--- src/rtl/cla_arb_pkg.sv ---
// Shared types and constants for the shared carry-lookahead adder arbiter.
package cla_arb_pkg;

  localparam int unsigned CLA_WIDTH = 32;
  localparam int unsigned MAX_REQ   = 8;

  typedef enum logic [1:0] {
    StIdle = 2'd0,
    StExec = 2'd1,
    StHold = 2'd2
  } state_t;

  typedef logic [CLA_WIDTH-1:0] operand_t;

  function automatic int unsigned id_width(int unsigned n);
    return (n > 1) ? $clog2(n) : 1;
  endfunction

endpackage

--- src/rtl/carry_lookahead_adder_32.sv ---
// 32-bit adder: 4-bit lookahead groups, group carries chained by group generate/propagate.
module carry_lookahead_adder_32 (
  input  logic [31:0] a_i,
  input  logic [31:0] b_i,
  input  logic        cin_i,
  output logic [31:0] sum_o,
  output logic        cout_o
);

  logic [31:0] g;
  logic [31:0] p;
  logic [32:0] c;
  logic [7:0]  gg;
  logic [7:0]  gp;

  always_comb begin
    g    = a_i & b_i;
    p    = a_i ^ b_i;
    c    = '0;
    gg   = '0;
    gp   = '0;
    c[0] = cin_i;
    for (int k = 0; k < 8; k++) begin
      gp[k] = &p[4*k +: 4];
      gg[k] = g[4*k+3] | (p[4*k+3] & g[4*k+2]) | (p[4*k+3] & p[4*k+2] & g[4*k+1])
            | (p[4*k+3] & p[4*k+2] & p[4*k+1] & g[4*k]);
      c[4*k+1] = g[4*k] | (p[4*k] & c[4*k]);
      c[4*k+2] = g[4*k+1] | (p[4*k+1] & g[4*k]) | (p[4*k+1] & p[4*k] & c[4*k]);
      c[4*k+3] = g[4*k+2] | (p[4*k+2] & g[4*k+1]) | (p[4*k+2] & p[4*k+1] & g[4*k])
               | (p[4*k+2] & p[4*k+1] & p[4*k] & c[4*k]);
      c[4*k+4] = gg[k] | (gp[k] & c[4*k]);
    end
    sum_o  = p ^ c[31:0];
    cout_o = c[32];
  end

endmodule

--- src/rtl/cla_rr_pick.sv ---
// Round-robin picker: first valid requester after last_i, with wrap-around.
module cla_rr_pick
  import cla_arb_pkg::*;
#(
  parameter int unsigned NumReq = 4,
  parameter int unsigned IdW    = id_width(NumReq)
) (
  input  logic [NumReq-1:0] req_i,
  input  logic [IdW-1:0]    last_i,
  output logic [NumReq-1:0] gnt_o,
  output logic [IdW-1:0]    idx_o,
  output logic              any_o
);

  logic [IdW-1:0] cand;

  always_comb begin
    gnt_o = '0;
    idx_o = '0;
    any_o = 1'b0;
    cand  = '0;
    for (int unsigned k = 1; k <= NumReq; k++) begin
      cand = IdW'((32'(last_i) + k) % NumReq);
      if (!any_o && req_i[cand]) begin
        any_o       = 1'b1;
        idx_o       = cand;
        gnt_o[cand] = 1'b1;
      end
    end
  end

endmodule

--- src/rtl/cla_shared_arbiter.sv ---
// Round-robin sharing of one 32-bit CLA between NUM_REQ requesters; add/sub,
// registered operands, registered response held until consumed.
module cla_shared_arbiter
  import cla_arb_pkg::*;
#(
  parameter int unsigned NUM_REQ = 4,
  parameter int unsigned WIDTH   = 32
) (
  input  logic                            clk_i,
  input  logic                            rst_n,
  input  logic [NUM_REQ-1:0]              req_valid_i,
  output logic [NUM_REQ-1:0]              req_ready_o,
  input  logic [NUM_REQ-1:0][WIDTH-1:0]   req_a_i,
  input  logic [NUM_REQ-1:0][WIDTH-1:0]   req_b_i,
  input  logic [NUM_REQ-1:0]              req_cin_i,
  input  logic [NUM_REQ-1:0]              req_sub_i,
  output logic                            rsp_valid_o,
  input  logic                            rsp_ready_i,
  output logic [WIDTH-1:0]                rsp_sum_o,
  output logic                            rsp_cout_o,
  output logic [id_width(NUM_REQ)-1:0]    rsp_id_o
);

  localparam int unsigned IdW = id_width(NUM_REQ);

  if (WIDTH != CLA_WIDTH) begin : g_width_chk
    $error("cla_shared_arbiter: WIDTH must be 32");
  end
  if (NUM_REQ < 2 || NUM_REQ > MAX_REQ) begin : g_num_req_chk
    $error("cla_shared_arbiter: NUM_REQ must be 2..8");
  end

  state_t         state_q, state_d;
  logic [IdW-1:0] last_q, last_d;
  operand_t       op_a_q, op_a_d, op_b_q, op_b_d;
  logic           op_cin_q, op_cin_d;
  logic [IdW-1:0] op_id_q, op_id_d;
  logic           rsp_valid_q, rsp_valid_d;
  operand_t       rsp_sum_q, rsp_sum_d;
  logic           rsp_cout_q, rsp_cout_d;
  logic [IdW-1:0] rsp_id_q, rsp_id_d;

  logic [NUM_REQ-1:0] gnt;
  logic [IdW-1:0]     gnt_idx;
  logic               any_valid;
  logic               window;
  logic               accept;
  operand_t           add_sum;
  logic               add_cout;

  cla_rr_pick #(
    .NumReq (NUM_REQ),
    .IdW    (IdW)
  ) u_pick (
    .req_i  (req_valid_i),
    .last_i (last_q),
    .gnt_o  (gnt),
    .idx_o  (gnt_idx),
    .any_o  (any_valid)
  );

  carry_lookahead_adder_32 u_cla (
    .a_i    (op_a_q),
    .b_i    (op_b_q),
    .cin_i  (op_cin_q),
    .sum_o  (add_sum),
    .cout_o (add_cout)
  );

  // rst_n gates the window so no requester sees ready while reset is held.
  assign window = rst_n && ((state_q == StIdle) || ((state_q == StHold) && rsp_ready_i));
  assign accept = window && any_valid;

  always_comb begin
    state_d     = state_q;
    last_d      = last_q;
    op_a_d      = op_a_q;
    op_b_d      = op_b_q;
    op_cin_d    = op_cin_q;
    op_id_d     = op_id_q;
    rsp_valid_d = rsp_valid_q;
    rsp_sum_d   = rsp_sum_q;
    rsp_cout_d  = rsp_cout_q;
    rsp_id_d    = rsp_id_q;
    req_ready_o = window ? gnt : '0;

    if (accept) begin
      // Subtract as A + ~B + 1; the requester's carry-in is ignored.
      op_a_d   = req_a_i[gnt_idx];
      op_b_d   = req_sub_i[gnt_idx] ? ~req_b_i[gnt_idx] : req_b_i[gnt_idx];
      op_cin_d = req_sub_i[gnt_idx] | req_cin_i[gnt_idx];
      op_id_d  = gnt_idx;
      last_d   = gnt_idx;
    end

    case (state_q)
      StIdle: begin
        if (accept) state_d = StExec;
      end
      StExec: begin
        rsp_sum_d   = add_sum;
        rsp_cout_d  = add_cout;
        rsp_id_d    = op_id_q;
        rsp_valid_d = 1'b1;
        state_d     = StHold;
      end
      StHold: begin
        if (rsp_ready_i) begin
          rsp_valid_d = 1'b0;
          state_d     = accept ? StExec : StIdle;
        end
      end
      default: begin
        rsp_valid_d = 1'b0;
        state_d     = StIdle;
      end
    endcase
  end

  always_ff @(posedge clk_i or negedge rst_n) begin
    if (!rst_n) begin
      state_q     <= StIdle;
      last_q      <= IdW'(NUM_REQ - 1);
      op_a_q      <= '0;
      op_b_q      <= '0;
      op_cin_q    <= 1'b0;
      op_id_q     <= '0;
      rsp_valid_q <= 1'b0;
      rsp_sum_q   <= '0;
      rsp_cout_q  <= 1'b0;
      rsp_id_q    <= '0;
    end else begin
      state_q     <= state_d;
      last_q      <= last_d;
      op_a_q      <= op_a_d;
      op_b_q      <= op_b_d;
      op_cin_q    <= op_cin_d;
      op_id_q     <= op_id_d;
      rsp_valid_q <= rsp_valid_d;
      rsp_sum_q   <= rsp_sum_d;
      rsp_cout_q  <= rsp_cout_d;
      rsp_id_q    <= rsp_id_d;
    end
  end

  assign rsp_valid_o = rsp_valid_q;
  assign rsp_sum_o   = rsp_sum_q;
  assign rsp_cout_o  = rsp_cout_q;
  assign rsp_id_o    = rsp_id_q;

endmodule

--- config.mk ---
export PLATFORM = sky130hd
export DESIGN_NAME = cla_shared_arbiter
export DESIGN_NICKNAME = d
export VERILOG_FILES = /design/src/rtl/cla_arb_pkg.sv /design/src/rtl/carry_lookahead_adder_32.sv /design/src/rtl/cla_rr_pick.sv /design/src/rtl/cla_shared_arbiter.sv
export SDC_FILE = /design/constraint.sdc
export NUM_CORES = 1
export LEC_CHECK = 0
export ABC_CLOCK_PERIOD_IN_PS = 3950
export BUFFER_PORTS_ARGS = -buffer_cell sky130_fd_sc_hd__buf_2
export CORE_UTILIZATION = 30
export DETAILED_ROUTE_END_ITERATION = 10
export GPL_ROUTABILITY_DRIVEN = 0
export GPL_TIMING_DRIVEN = 0
export PLACE_DENSITY_LB_ADDON = 0.08
export SYNTH_ARGS = -nofsm -noshare
export SYNTH_HDL_FRONTEND = slang
export SYNTH_SLANG_ARGS = --single-unit
--- constraint.sdc ---
create_clock -name clk_i -period 3.95 [get_ports clk_i]
set_input_delay 0.1975 -clock clk_i [delete_from_list [all_inputs] [get_ports clk_i]]
set_output_delay 0.1975 -clock clk_i [all_outputs]
set_load 0.01 [all_outputs]
==> qor_table.md, run 1 <==
| Parameter | Reported |
|---|---|
| Pre-Repair DR Iteration Count | 6 |
| Data required, critical path | 4.24 ns |
| Max H-tree Level | 3 |
| Maximum number of pins on one net before global-route repair | 56 |
| Max FO, Critical Path | 10 |
| Share of the synthesized area in compound gates (AO/OA/AOI/OAI) | 0.170 |
| Worst-margin pin slew | 0.944 ns |
| Worst vdd rail ir drop | 0.349 mV |
| Internal portion of total power | 5.16 mW |
| Post-route cell area | 11000 µm² |
| Run status | complete, no violations |
| Total power draw | 10.6 mW |
| Flop pwr share | 0.196 |
| Crit path DAT | 4.02 ns |
| Area used by sequential logic in the layout | 2680 µm² |
| Number of endpoints failing setup at the final stage | 0 |
| Number of cells in the design after placement | 1686 |
| Count of distinct cell types in the synthesized netlist | 59 |
| Fill cells | 3049 |
| Synthesized net count | 1320 |
| Dominant combinational cell family by area after synthesis | compound AO/OA/AOI/OAI gates |
| Relative area change from synthesis to final layout | 27.6% |
| Net switching fraction of the power | 0.514 |
| Number of global-route vias before repair | 7921 |
| Buffer type at the clock tree root | sky130_fd_sc_hd__clkbuf_16 |
| Routed WL per cell | 18.1 µm |
| Share of total power in the clock network | 0.096 |
| Seq/Total Area, Yosys | 0.310 |
| All-layer global routing usage | 0.211 |
| Logic pwr share | 0.709 |
| Portion of netlist area occupied by mux cells | 0.0953 |
| Power density over the cells | 961 nW/µm² |
| Most instantiated flip-flop cell in the synthesis netlist | sky130_fd_sc_hd__dfrtp_1 |
| Clock slew seen by the registers of the worst setup and hold paths | 0.07 ns |
| Number of warnings reported in the yosys synthesis log | 0 |
| Area of the core | 28100 µm² |
| Final count of hold timing violations | 0 |
| Remaining global-route overflow | 0 |
| Area of the multi-input gates | 5570 µm² |
| Relative slew margins | 0.371 |
| Synthesized-area fraction occupied by xor and xnor cells | 0.152 |
| Total wire length | 30800 µm |
| Switching pwr | 5.46 mW |
| Area share of fa/ha/maj cells after synthesis | 0.0763 |
| Die X-Extent | 172 µm |
| Total standard cell area after synthesis | 8650 µm² |
| Drt initial violations | 327 |
| Fmax achieved | 268 MHz |
| Num ports | 311 |
| Post-Syn Instances | 1001 |
| Antenna viol nets, final | 0 |
| Clock tree from TritonCTS | built |
| Area fraction in and, or, nand and nor cells after synthesis | 0.149 |
| Share of async-settable or async-resettable flops after synthesis | 1.00 |
| Buffer depth of the longest clock path | 2 |
| Top cells by area, synth | sky130_fd_sc_hd__dfrtp_1, sky130_fd_sc_hd__nand2_1, sky130_fd_sc_hd__xnor2_1, sky130_fd_sc_hd__xor2_1, sky130_fd_sc_hd__o211ai_1 |
| Clk Latency, worst-skew pair | 0.36 ns |
| Global-route wire length before repair | 46300 µm |
| DRC violations left | 0 |
| Cell accounting for the most synthesized area | sky130_fd_sc_hd__dfrtp_1 |
| Utilization after layout | 0.393 |
| Kind of start point of the critical path | flop |
| Path category of the worst min-delay check | in2reg |
| Number of nets at the end of the flow | 1639 |
| Die Y | 172 µm |
| Number of buffers created by CTS | 9 |
| Non-filler cells in the finished layout | 1704 |
| Via Count | 7984 |
| Most common cell in the synthesized netlist | sky130_fd_sc_hd__nand2_1 |
| Worst Setup End Kind | flop |
| Pre-CTS setup slack | 0.194 ns |
| Number of input and output port buffers inserted | 306 |
| Area of the die | 29500 µm² |
| Clock Sink Count | 107 |
| Category of the critical setup timing path | reg2reg |
| Max-slew violations | 0 |
| Drt via density | 4.69 |
| Post-DP HPWL | 24800 µm |
| Final period demand of the worst path | 3.73 ns |
| Num rows | 61 |
| Count of flip-flops with a built-in enable after synthesis | 0 |
| Starting Density | 0.308 |
| Avg Synthesized Cell Area | 8.65 µm² |
| Fraction of post-synthesis cell area in the top cell type by area | 0.304 |
| Ratio of final minimum period to clock period | 0.945 |
| Max-capacitance violation count | 0 |
| Initial antenna violation count | 2 |
| Most frequent cells after synthesis | sky130_fd_sc_hd__nand2_1, sky130_fd_sc_hd__dfrtp_1, sky130_fd_sc_hd__xnor2_1 |
| Static Leak | 5.34 nW |
| # Post-CTS Setup Buffers | 0 |
| Layout cell share with drive strength beyond 1 | 0.303 |
| Register-to-register setup slack | 0.22 ns |
| Post-synthesis sequential element count | 107 |
| Post-place instance area | 10700 µm² |
| Worst clock skew on the final layout | 0.0111 ns |
| Final critical-path setup slack | 0.218 ns |
final cells by class:
type                            count  share of cell area
Inverter                           11             0.00374
Buffer                             72              0.0338
Tap cell                          378              0.0428
Sequential cell                   107               0.243
Clock buffer                       11              0.0220
Multi-Input combinational cell    811               0.504
Timing Repair Buffer              308               0.143
Clock inverter                      5             0.00770
Antenna cell                        1            0.000227
registers in the layout (all words and copies together), names as in the netlist:
| name | flops |
|---|---|
| op_id_q | 2 |
| state_q | 2 |
| op_a_q | 32 |
| rsp_sum_o | 32 |
| rsp_valid_o | 1 |
| op_cin_q | 1 |
| last_q | 2 |
| rsp_id_o | 2 |
| rsp_cout_o | 1 |
| op_b_q | 32 |
metrics by stage:
step | setup TNS, ns | hold WS [ns]
finish | 0 | 0.106
global route | -0.00782 | 0.136
CTS | 0 | 0.0916
detailed placement | 0 | 0.200
global placement | -24.70 | 0.454
floorplan | 0 | -0.0981
cells by family after synthesis:
kind of cell | count (synthesis)
compound gates | 229
xor+xnor | 150
fa+ha+maj | 48
buf+inv | 83
flops | 107
mux | 74
simple gates | 310
per-layer routing:
| layer | GRT usage | up-vias | routed length [µm] |
|---|---|---|---|
| met5 | 0 | - | 27 |
| met4 | 0.0323 | 4 | 207 |
| met3 | 0.0291 | 18 | 1930 |
| met2 | 0.354 | 246 | 14400 |
| met1 | 0.292 | 3627 | 14200 |
| li1 | - | 4089 | - |
worst paths after layout:
kind / startpoint / cells past startpoint / end
worst min-delay path: rsp_ready_i / 4 / state_q[1]$_DFFE_PN0P_
min in group asynchronous: rst_n / 2 / rsp_sum_o[24]$_DFFE_PN0P_
worst max register to register: last_q[0]$_DFFE_PN1P_ / 10 / op_b_q[22]$_DFFE_PN0P_
max in group asynchronous: rst_n / 3 / last_q[1]$_DFFE_PN1P_
worst min register to register: rsp_valid_o$_DFFE_PN0P_ / 1 / rsp_valid_o$_DFFE_PN0P_
worst max-delay path: last_q[0]$_DFFE_PN1P_ / 10 / op_b_q[22]$_DFFE_PN0P_
power by group through the flow:
stage	clock network [mW]	logic, mW	registers [mW]
after floorplan	0	5.15	2.06
after global placement	0	7.62	2.08
after detailed placement	0	7.66	2.11
after CTS	1.05	7.68	2.09
after global routing	1.09	8.46	2.16
final	1.02	7.52	2.08
worst max-delay path: stages (launching register included):
cell and delay [ns]:
sky130_fd_sc_hd__dfstp_2 0.59, sky130_fd_sc_hd__buf_4 0.20, sky130_fd_sc_hd__inv_1 0.18, sky130_fd_sc_hd__ha_1 0.46, sky130_fd_sc_hd__mux4_2 0.41, sky130_fd_sc_hd__nor3_1 0.23, sky130_fd_sc_hd__a21o_1 0.34, sky130_fd_sc_hd__buf_2 0.33
sky130_fd_sc_hd__buf_1 0.59, sky130_fd_sc_hd__nand2_1 0.20, sky130_fd_sc_hd__nand3_1 0.13
repair_timing:
action | in CTS | in global routing
hold endpoints to repair | 53 | 0
hold buffers | 1 | 0
endpoints found under the setup margin | 0 | 1
gates resized for setup | 0 | 4
layout by cell type (no fill, tap or decap), types with 5 or more instances in the layout:
| cell type | instances |
|---|---|
| sky130_fd_sc_hd__a22oi_1 | 5 |
| sky130_fd_sc_hd__dfrtp_1 | 105 |
| sky130_fd_sc_hd__inv_1 | 10 |
| sky130_fd_sc_hd__nand2_1 | 221 |
| sky130_fd_sc_hd__clkbuf_1 | 35 |
| sky130_fd_sc_hd__buf_1 | 5 |
| sky130_fd_sc_hd__ha_1 | 40 |
| sky130_fd_sc_hd__nand3_1 | 31 |
| sky130_fd_sc_hd__o21ai_1 | 67 |
| sky130_fd_sc_hd__nor2_1 | 27 |
| sky130_fd_sc_hd__mux2_1 | 8 |
| sky130_fd_sc_hd__xor2_1 | 72 |
| sky130_fd_sc_hd__o21ai_0 | 28 |
| sky130_fd_sc_hd__xnor2_1 | 78 |
| sky130_fd_sc_hd__a21oi_1 | 20 |
| sky130_fd_sc_hd__mux2_2 | 29 |
| sky130_fd_sc_hd__buf_2 | 326 |
| sky130_fd_sc_hd__mux2i_1 | 34 |
| sky130_fd_sc_hd__o211ai_1 | 67 |
| sky130_fd_sc_hd__a21o_1 | 10 |
| sky130_fd_sc_hd__fa_1 | 8 |
| sky130_fd_sc_hd__clkbuf_16 | 9 |
| sky130_fd_sc_hd__nand2b_1 | 6 |
| sky130_fd_sc_hd__buf_6 | 10 |
Power figures use the tool's default switching activity.
==> run 2: changes to the inputs <==
ABC_CLOCK_PERIOD_IN_PS = 3500   (was 3950)
clock period = 3.5 ns   (was 3.95 ns; I/O delays follow)
==> run 2 against run 1 <==
  * Total power is 16% higher
  * Cell count is 0.53% higher
  * Global-route usage is 0.051 points higher
  * Combinational power is 17% higher
  * Die area stayed put
  * Sequential power is 13% higher
  * First-iteration DRC count is 3.7% lower
  * Count of clock-buffer cells in the layout stayed put
  * Utilization is 0.48 points higher
  * Non-clock buffer count is 10 higher
  * Fmax is 13% higher
  * Critical path type unchanged
==> qor_table.md, run 2 (synthesized netlist as in run 1, its figures left out) <==
| Parameter | Reported |
|---|---|
| Worst Setup End Kind | flop |
| Path category of the worst min-delay check | in2reg |
| Post-DP HPWL | 24800 µm |
| Most frequent cells in the layout | sky130_fd_sc_hd__buf_2, sky130_fd_sc_hd__nand2_1, sky130_fd_sc_hd__dfrtp_1, sky130_fd_sc_hd__xnor2_1, sky130_fd_sc_hd__xor2_1 |
| Summed negative setup slack over all endpoints | 0 ns |
| Worst hold path depth | 4 |
| Worst hold slack across all endpoints | 0.0833 ns |
| Final count of hold timing violations | 0 |
| Net switching fraction of the power | 0.509 |
| Depth of the worst register-to-register path | 13 |
| Worst clock skew on the final layout | 0.00937 ns |
| Max-capacitance violation count | 0 |
| Total power draw | 12.3 mW |
| Relative slew margins | 0.374 |
| Crit path DAT | 3.51 ns |
| Clock Sink Count | 107 |
| DRC violations left | 0 |
| Relative area change from synthesis to final layout | 29.1% |
| Final period demand of the worst path | 3.30 ns |
| Via Count | 8027 |
| Crit Reg-Reg Endpoint | op_a_q[28]$_DFFE_PN0P_ |
| Utilization after layout | 0.398 |
| Internal portion of total power | 6.04 mW |
| Global-route wire length before repair | 46400 µm |
| Flop pwr share | 0.191 |
| Number of global-route vias before repair | 7938 |
| Number of buffers created by CTS | 9 |
| Static Leak | 5.39 nW |
| Worst vdd rail ir drop | 0.395 mV |
| Area of the die | 29500 µm² |
| Ratio of final minimum period to clock period | 0.942 |
| Drt initial violations | 315 |
| Power density over the cells | 1100 nW/µm² |
| Final critical-path setup slack | 0.203 ns |
| Num rows | 61 |
| Max H-tree Level | 3 |
| R2r startpoint | last_q[0]$_DFFE_PN1P_ |
| Clk Latency, worst-skew pair | 0.36 ns |
| Area of the core | 28100 µm² |
| Most frequent standard cell in the layout excluding fill and tap cells | sky130_fd_sc_hd__buf_2 |
| Num ports | 311 |
| Run status | complete, no violations |
| Switching pwr | 6.25 mW |
| Number of input and output port buffers inserted | 306 |
| Maximum number of pins on one net before global-route repair | 56 |
| Drt via density | 4.69 |
| Share of total power in the clock network | 0.093 |
| Max layer used | met5 |
| Die Y | 172 µm |
| Max FO, Critical Path | 10 |
| Detailed-routed wire length on met3 | 1430 µm |
| Worst-margin pin slew | 0.940 ns |
| Layout cell share with drive strength beyond 1 | 0.315 |
| Met1 layer wirelength in the final routing | 14700 µm |
| Logic pwr share | 0.715 |
| Clock tree from TritonCTS | built |
| RSZ-0062 raised after global routing | no |
| Initial antenna violation count | 2 |
| Clock slew seen by the registers of the worst setup and hold paths | 0.07 ns |
| Fmax achieved | 303 MHz |
| Origin of the worst min-delay path | rsp_ready_i |
| Pre-Repair DR Iteration Count | 4 |
| Max-slew violations | 0 |
| Total wire length | 30900 µm |
| Number of antenna diodes | 0 |
| Data required, critical path | 3.71 ns |
| Register-to-register setup slack | 0.20 ns |
| Worst Hold End | state_q[1]$_DFFE_PN0P_ |
| Starting Density | 0.308 |
| Category of the critical setup timing path | reg2reg |
| Number of nets at the end of the flow | 1649 |
| Pre-CTS setup slack | -0.256 ns |
| All-layer global routing usage | 0.211 |
| Routed WL per cell | 18.1 µm |
| Die X-Extent | 172 µm |
| Buffer depth of the longest clock path | 2 |
| Kind of start point of the critical path | flop |
| Antenna viol nets, final | 0 |
| Buffer type at the clock tree root | sky130_fd_sc_hd__clkbuf_16 |
| Number of endpoints failing setup at the final stage | 0 |
| Routed met2 length | 14500 µm |
| Remaining global-route overflow | 0 |
-- run 2: cell count changes in the layout (fill, tap and decap cells not counted), sizes merged --
cell / before / now
inv: 12 / 10
buf: 344 / 353
clkbuf: 46 / 47
diode: 1 / 0
clkinvlp: 1 / 3
-- run 2: critical path: stages (launching register included) --
cell                         delay [ns]
sky130_fd_sc_hd__dfstp_2           0.60
sky130_fd_sc_hd__buf_6             0.18
sky130_fd_sc_hd__clkinvlp_4        0.12
sky130_fd_sc_hd__ha_4              0.31
sky130_fd_sc_hd__mux4_2            0.35
sky130_fd_sc_hd__nor2_1            0.11
sky130_fd_sc_hd__nor2_1            0.07
sky130_fd_sc_hd__o31ai_4           0.21
sky130_fd_sc_hd__buf_4             0.18
sky130_fd_sc_hd__buf_6             0.19
sky130_fd_sc_hd__buf_6             0.19
sky130_fd_sc_hd__mux2_1            0.33
sky130_fd_sc_hd__o21ai_1           0.21
sky130_fd_sc_hd__o21ai_1           0.09
-- run 2: worst max path at each step --
stage	end	slack, ns	start
after floorplan	op_a_q[23]$_DFFE_PN0P_	0.59	last_q[0]$_DFFE_PN1P_
after global placement	op_b_q[26]$_DFFE_PN0P_	-0.96	rst_n
after global routing	op_a_q[27]$_DFFE_PN0P_	0.0004	last_q[0]$_DFFE_PN1P_
final	op_a_q[28]$_DFFE_PN0P_	0.20	last_q[0]$_DFFE_PN1P_
after CTS	op_a_q[27]$_DFFE_PN0P_	0.03	last_q[1]$_DFFE_PN1P_
after detailed placement	op_a_q[13]$_DFFE_PN0P_	-0.26	last_q[0]$_DFFE_PN1P_
-- run 2: routing by layer --
layer  track usage  vias to the layer above
met1         0.292                     3667
li1              -                     4110
met3        0.0291                       16
met4        0.0323                        4
met5             0                        -
met2         0.355                      230
-- run 2: repair_timing --
| action | in CTS | in global routing |
|---|---|---|
| hold buffers | 1 | 0 |
| setup buffers | 5 | 6 |
| setup endpoints to repair | 65 | 60 |
| pin swaps | 2 | 0 |
| gates resized for setup | 12 | 4 |
| hold endpoints to repair | 53 | 0 |
| cloned | 0 | 0 |
-- run 2: power groups by stage --
stage | logic, mW | clock network, mW | registers (mW)
after floorplan | 5.81 | 0 | 2.33
after global placement | 8.60 | 0 | 2.35
after detailed placement | 8.65 | 0 | 2.38
after CTS | 8.89 | 1.18 | 2.35
after global routing | 9.84 | 1.23 | 2.44
final | 8.79 | 1.15 | 2.35
-- run 2: layout make-up --
type	count	area, µm²
multi-input combinational	811	5590
inverter	11	48.8
buffer	71	383
timing repair buffer	319	1670
fill	3036	16900
clock buffer	11	243
sequential	107	2680
clock inverter	5	85.1
tap	378	473
-- run 2: stage by stage --
| stage | instances | cell area [µm²] |
|---|---|---|
| after floorplan | 1001 | 8650 |
| after global placement | 1685 | 10700 |
| after detailed placement | 1686 | 10700 |
| after CTS | 1708 | 11100 |
| after global routing | 1713 | 11200 |
| final | 1713 | 11200 |
==> run 3: changes to the inputs <==
BUFFER_PORTS_ARGS = -buffer_cell sky130_fd_sc_hd__clkbuf_2   (was -buffer_cell sky130_fd_sc_hd__buf_2)
GPL_ROUTABILITY_DRIVEN = not set   (was 0)
==> run 3 against run 2 <==
  * Flip-flop and latch count stayed put
  * Non-clock buffer count is 4 lower
  * Sequential share of layout area up 0.070 points
  * Via count is 0.34% higher
  * Worst hold slack worse by 0.0049 ns
  * Cell area decreased by 0.29%
  * Fmax decreased by 0.52%
  * Total power down 0.56%
  * Register-to-register slack lost 0.02 ns
==> qor_table.md, run 3 (synthesized netlist as in run 1, its figures left out) <==
| Parameter | Reported |
|---|---|
| Category of the critical setup timing path | reg2reg |
| Max FO, Critical Path | 10 |
| Relative slew margins | 0.365 |
| Worst Setup End Kind | flop |
| Number of global-route vias before repair | 8114 |
| Layout cell share with drive strength beyond 1 | 0.313 |
| Internal portion of total power | 5.99 mW |
| Die X-Extent | 172 µm |
| Remaining global-route overflow | 0 |
| Starting Density | 0.308 |
| Final critical-path setup slack | 0.186 ns |
| Clock tree from TritonCTS | built |
| Path category of the worst min-delay check | in2reg |
| Drt via density | 4.71 |
| Antenna viol nets, final | 0 |
| Max-slew violations | 0 |
| Max H-tree Level | 3 |
| All-layer global routing usage | 0.212 |
| Drt initial violations | 286 |
| Worst-margin pin slew | 0.952 ns |
| Number of endpoints failing setup at the final stage | 0 |
| Most frequent cells in the layout | sky130_fd_sc_hd__clkbuf_2, sky130_fd_sc_hd__nand2_1, sky130_fd_sc_hd__dfrtp_1, sky130_fd_sc_hd__xnor2_1, sky130_fd_sc_hd__xor2_1 |
| Static Leak | 5.42 nW |
| Area of the core | 28100 µm² |
| Buffer depth of the longest clock path | 2 |
| Run status | complete, no violations |
| Logic pwr share | 0.716 |
| Initial antenna violation count | 0 |
| Relative area change from synthesis to final layout | 28.8% |
| Num ports | 311 |
| Share of total power in the clock network | 0.091 |
| Worst hold slack across all endpoints | 0.0784 ns |
| RePlAce Congestion | 0.815 |
| Post-DP HPWL | 24800 µm |
| Power density over the cells | 1100 nW/µm² |
| Number of antenna diodes | 0 |
| Routed WL per cell | 17.9 µm |
| Final period demand of the worst path | 3.31 ns |
| Most frequent standard cell in the layout excluding fill and tap cells | sky130_fd_sc_hd__clkbuf_2 |
| Area of the die | 29500 µm² |
| Number of buffers created by CTS | 9 |
| Pre-Repair DR Iteration Count | 4 |
| Ratio of final minimum period to clock period | 0.947 |
| Final count of hold timing violations | 0 |
| Die Y | 172 µm |
| DRC violations left | 0 |
| Clock Sink Count | 107 |
| RSZ-0062 raised after global routing | no |
| Clock slew seen by the registers of the worst setup and hold paths | 0.08 ns |
| Global-route wire length before repair | 46600 µm |
| Total wire length | 30600 µm |
| Net switching fraction of the power | 0.510 |
| Data required, critical path | 3.72 ns |
| Number of input and output port buffers inserted | 306 |
| Buffer type at the clock tree root | sky130_fd_sc_hd__clkbuf_16 |
| Switching pwr | 6.24 mW |
| Worst vdd rail ir drop | 0.416 mV |
| Num rows | 61 |
| Flop pwr share | 0.192 |
| Via Count | 8054 |
| Maximum number of pins on one net before global-route repair | 57 |
| Number of nets at the end of the flow | 1645 |
| Crit path DAT | 3.53 ns |
| Worst clock skew on the final layout | 0.0101 ns |
| Fmax achieved | 302 MHz |
| Pre-CTS setup slack | -0.264 ns |
| Clk Latency, worst-skew pair | 0.36 ns |
| Kind of start point of the critical path | flop |
| Max-capacitance violation count | 0 |
==> run 3: worst paths after layout <==
path	startpoint	to	slack, ns	cells past startpoint
max	last_q[0]$_DFFE_PN1P_	op_a_q[28]$_DFFE_PN0P_	0.19	13
min	rsp_ready_i	state_q[1]$_DFFE_PN0P_	0.08	4
max reg2reg	last_q[0]$_DFFE_PN1P_	op_a_q[28]$_DFFE_PN0P_	0.19	13
min reg2reg	rsp_sum_o[28]$_DFFE_PN0P_	rsp_sum_o[28]$_DFFE_PN0P_	0.47	2
max in group asynchronous	rst_n	last_q[0]$_DFFE_PN1P_	2.47	3
min in group asynchronous	rst_n	rsp_sum_o[24]$_DFFE_PN0P_	0.33	2
==> run 3: layer usage <==
layer / track usage / wire length, µm / part of all wire
met2: 0.358 / 14400 / 0.47
met5: 0 / 0 / 0
met4: 0.0469 / 291 / 0.0095
met1: 0.293 / 14700 / 0.48
met3: 0.0199 / 1270 / 0.041
==> run 3: power groups by stage <==
| stage | Clock (mW) | Sequential, mW | Combinational, mW |
|---|---|---|---|
| floorplan | 0 | 2.33 | 5.81 |
| global placement | 0 | 2.36 | 8.61 |
| detailed placement | 0 | 2.37 | 8.66 |
| CTS | 1.15 | 2.35 | 8.91 |
| global route | 1.21 | 2.45 | 9.79 |
| finish | 1.12 | 2.35 | 8.76 |
==> run 3: critical path, stage by stage, from the launching register on <==
cell and delay [ns]:
sky130_fd_sc_hd__dfstp_2 0.60, sky130_fd_sc_hd__buf_6 0.18, sky130_fd_sc_hd__clkinvlp_4 0.14, sky130_fd_sc_hd__ha_4 0.32, sky130_fd_sc_hd__mux4_2 0.36, sky130_fd_sc_hd__nor2_1 0.11
sky130_fd_sc_hd__nor2_1 0.07, sky130_fd_sc_hd__o31ai_4 0.21, sky130_fd_sc_hd__buf_4 0.18, sky130_fd_sc_hd__buf_6 0.19, sky130_fd_sc_hd__buf_6 0.20, sky130_fd_sc_hd__mux2_1 0.34
sky130_fd_sc_hd__o21ai_1 0.20, sky130_fd_sc_hd__o21ai_1 0.08
==> run 3: through the flow <==
step	cells	util	total power, mW	cell area [µm²]	TNS (ns)
finish	1709	0.397	12.2	11100	0
global route	1709	0.397	13.4	11100	0
detailed placement	1686	0.381	11.0	10700	-6.31
floorplan	1001	-	8.14	8650	0
CTS	1707	0.396	12.4	11100	0
global placement	1685	0.379	11.0	10700	-75.14
==> run 3: timing repair <==
item                       CTS  global route
hold buffers                 1             0
setup buffers                4             3
gates resized for setup     11             5
setup endpoints to repair   66            59
pin swaps                    2             0
hold endpoints to repair    52             0
==> run 3: cell type report <==
class                           count  area [µm²]
Fill cell                        3018       16900
Multi-Input combinational cell    811        5590
Clock inverter                      4        56.3
Clock buffer                       12         267
Timing Repair Buffer              315        1640
Inverter                           11        48.8
Tap cell                          378         473
Sequential cell                   107        2680
Buffer                             71         384
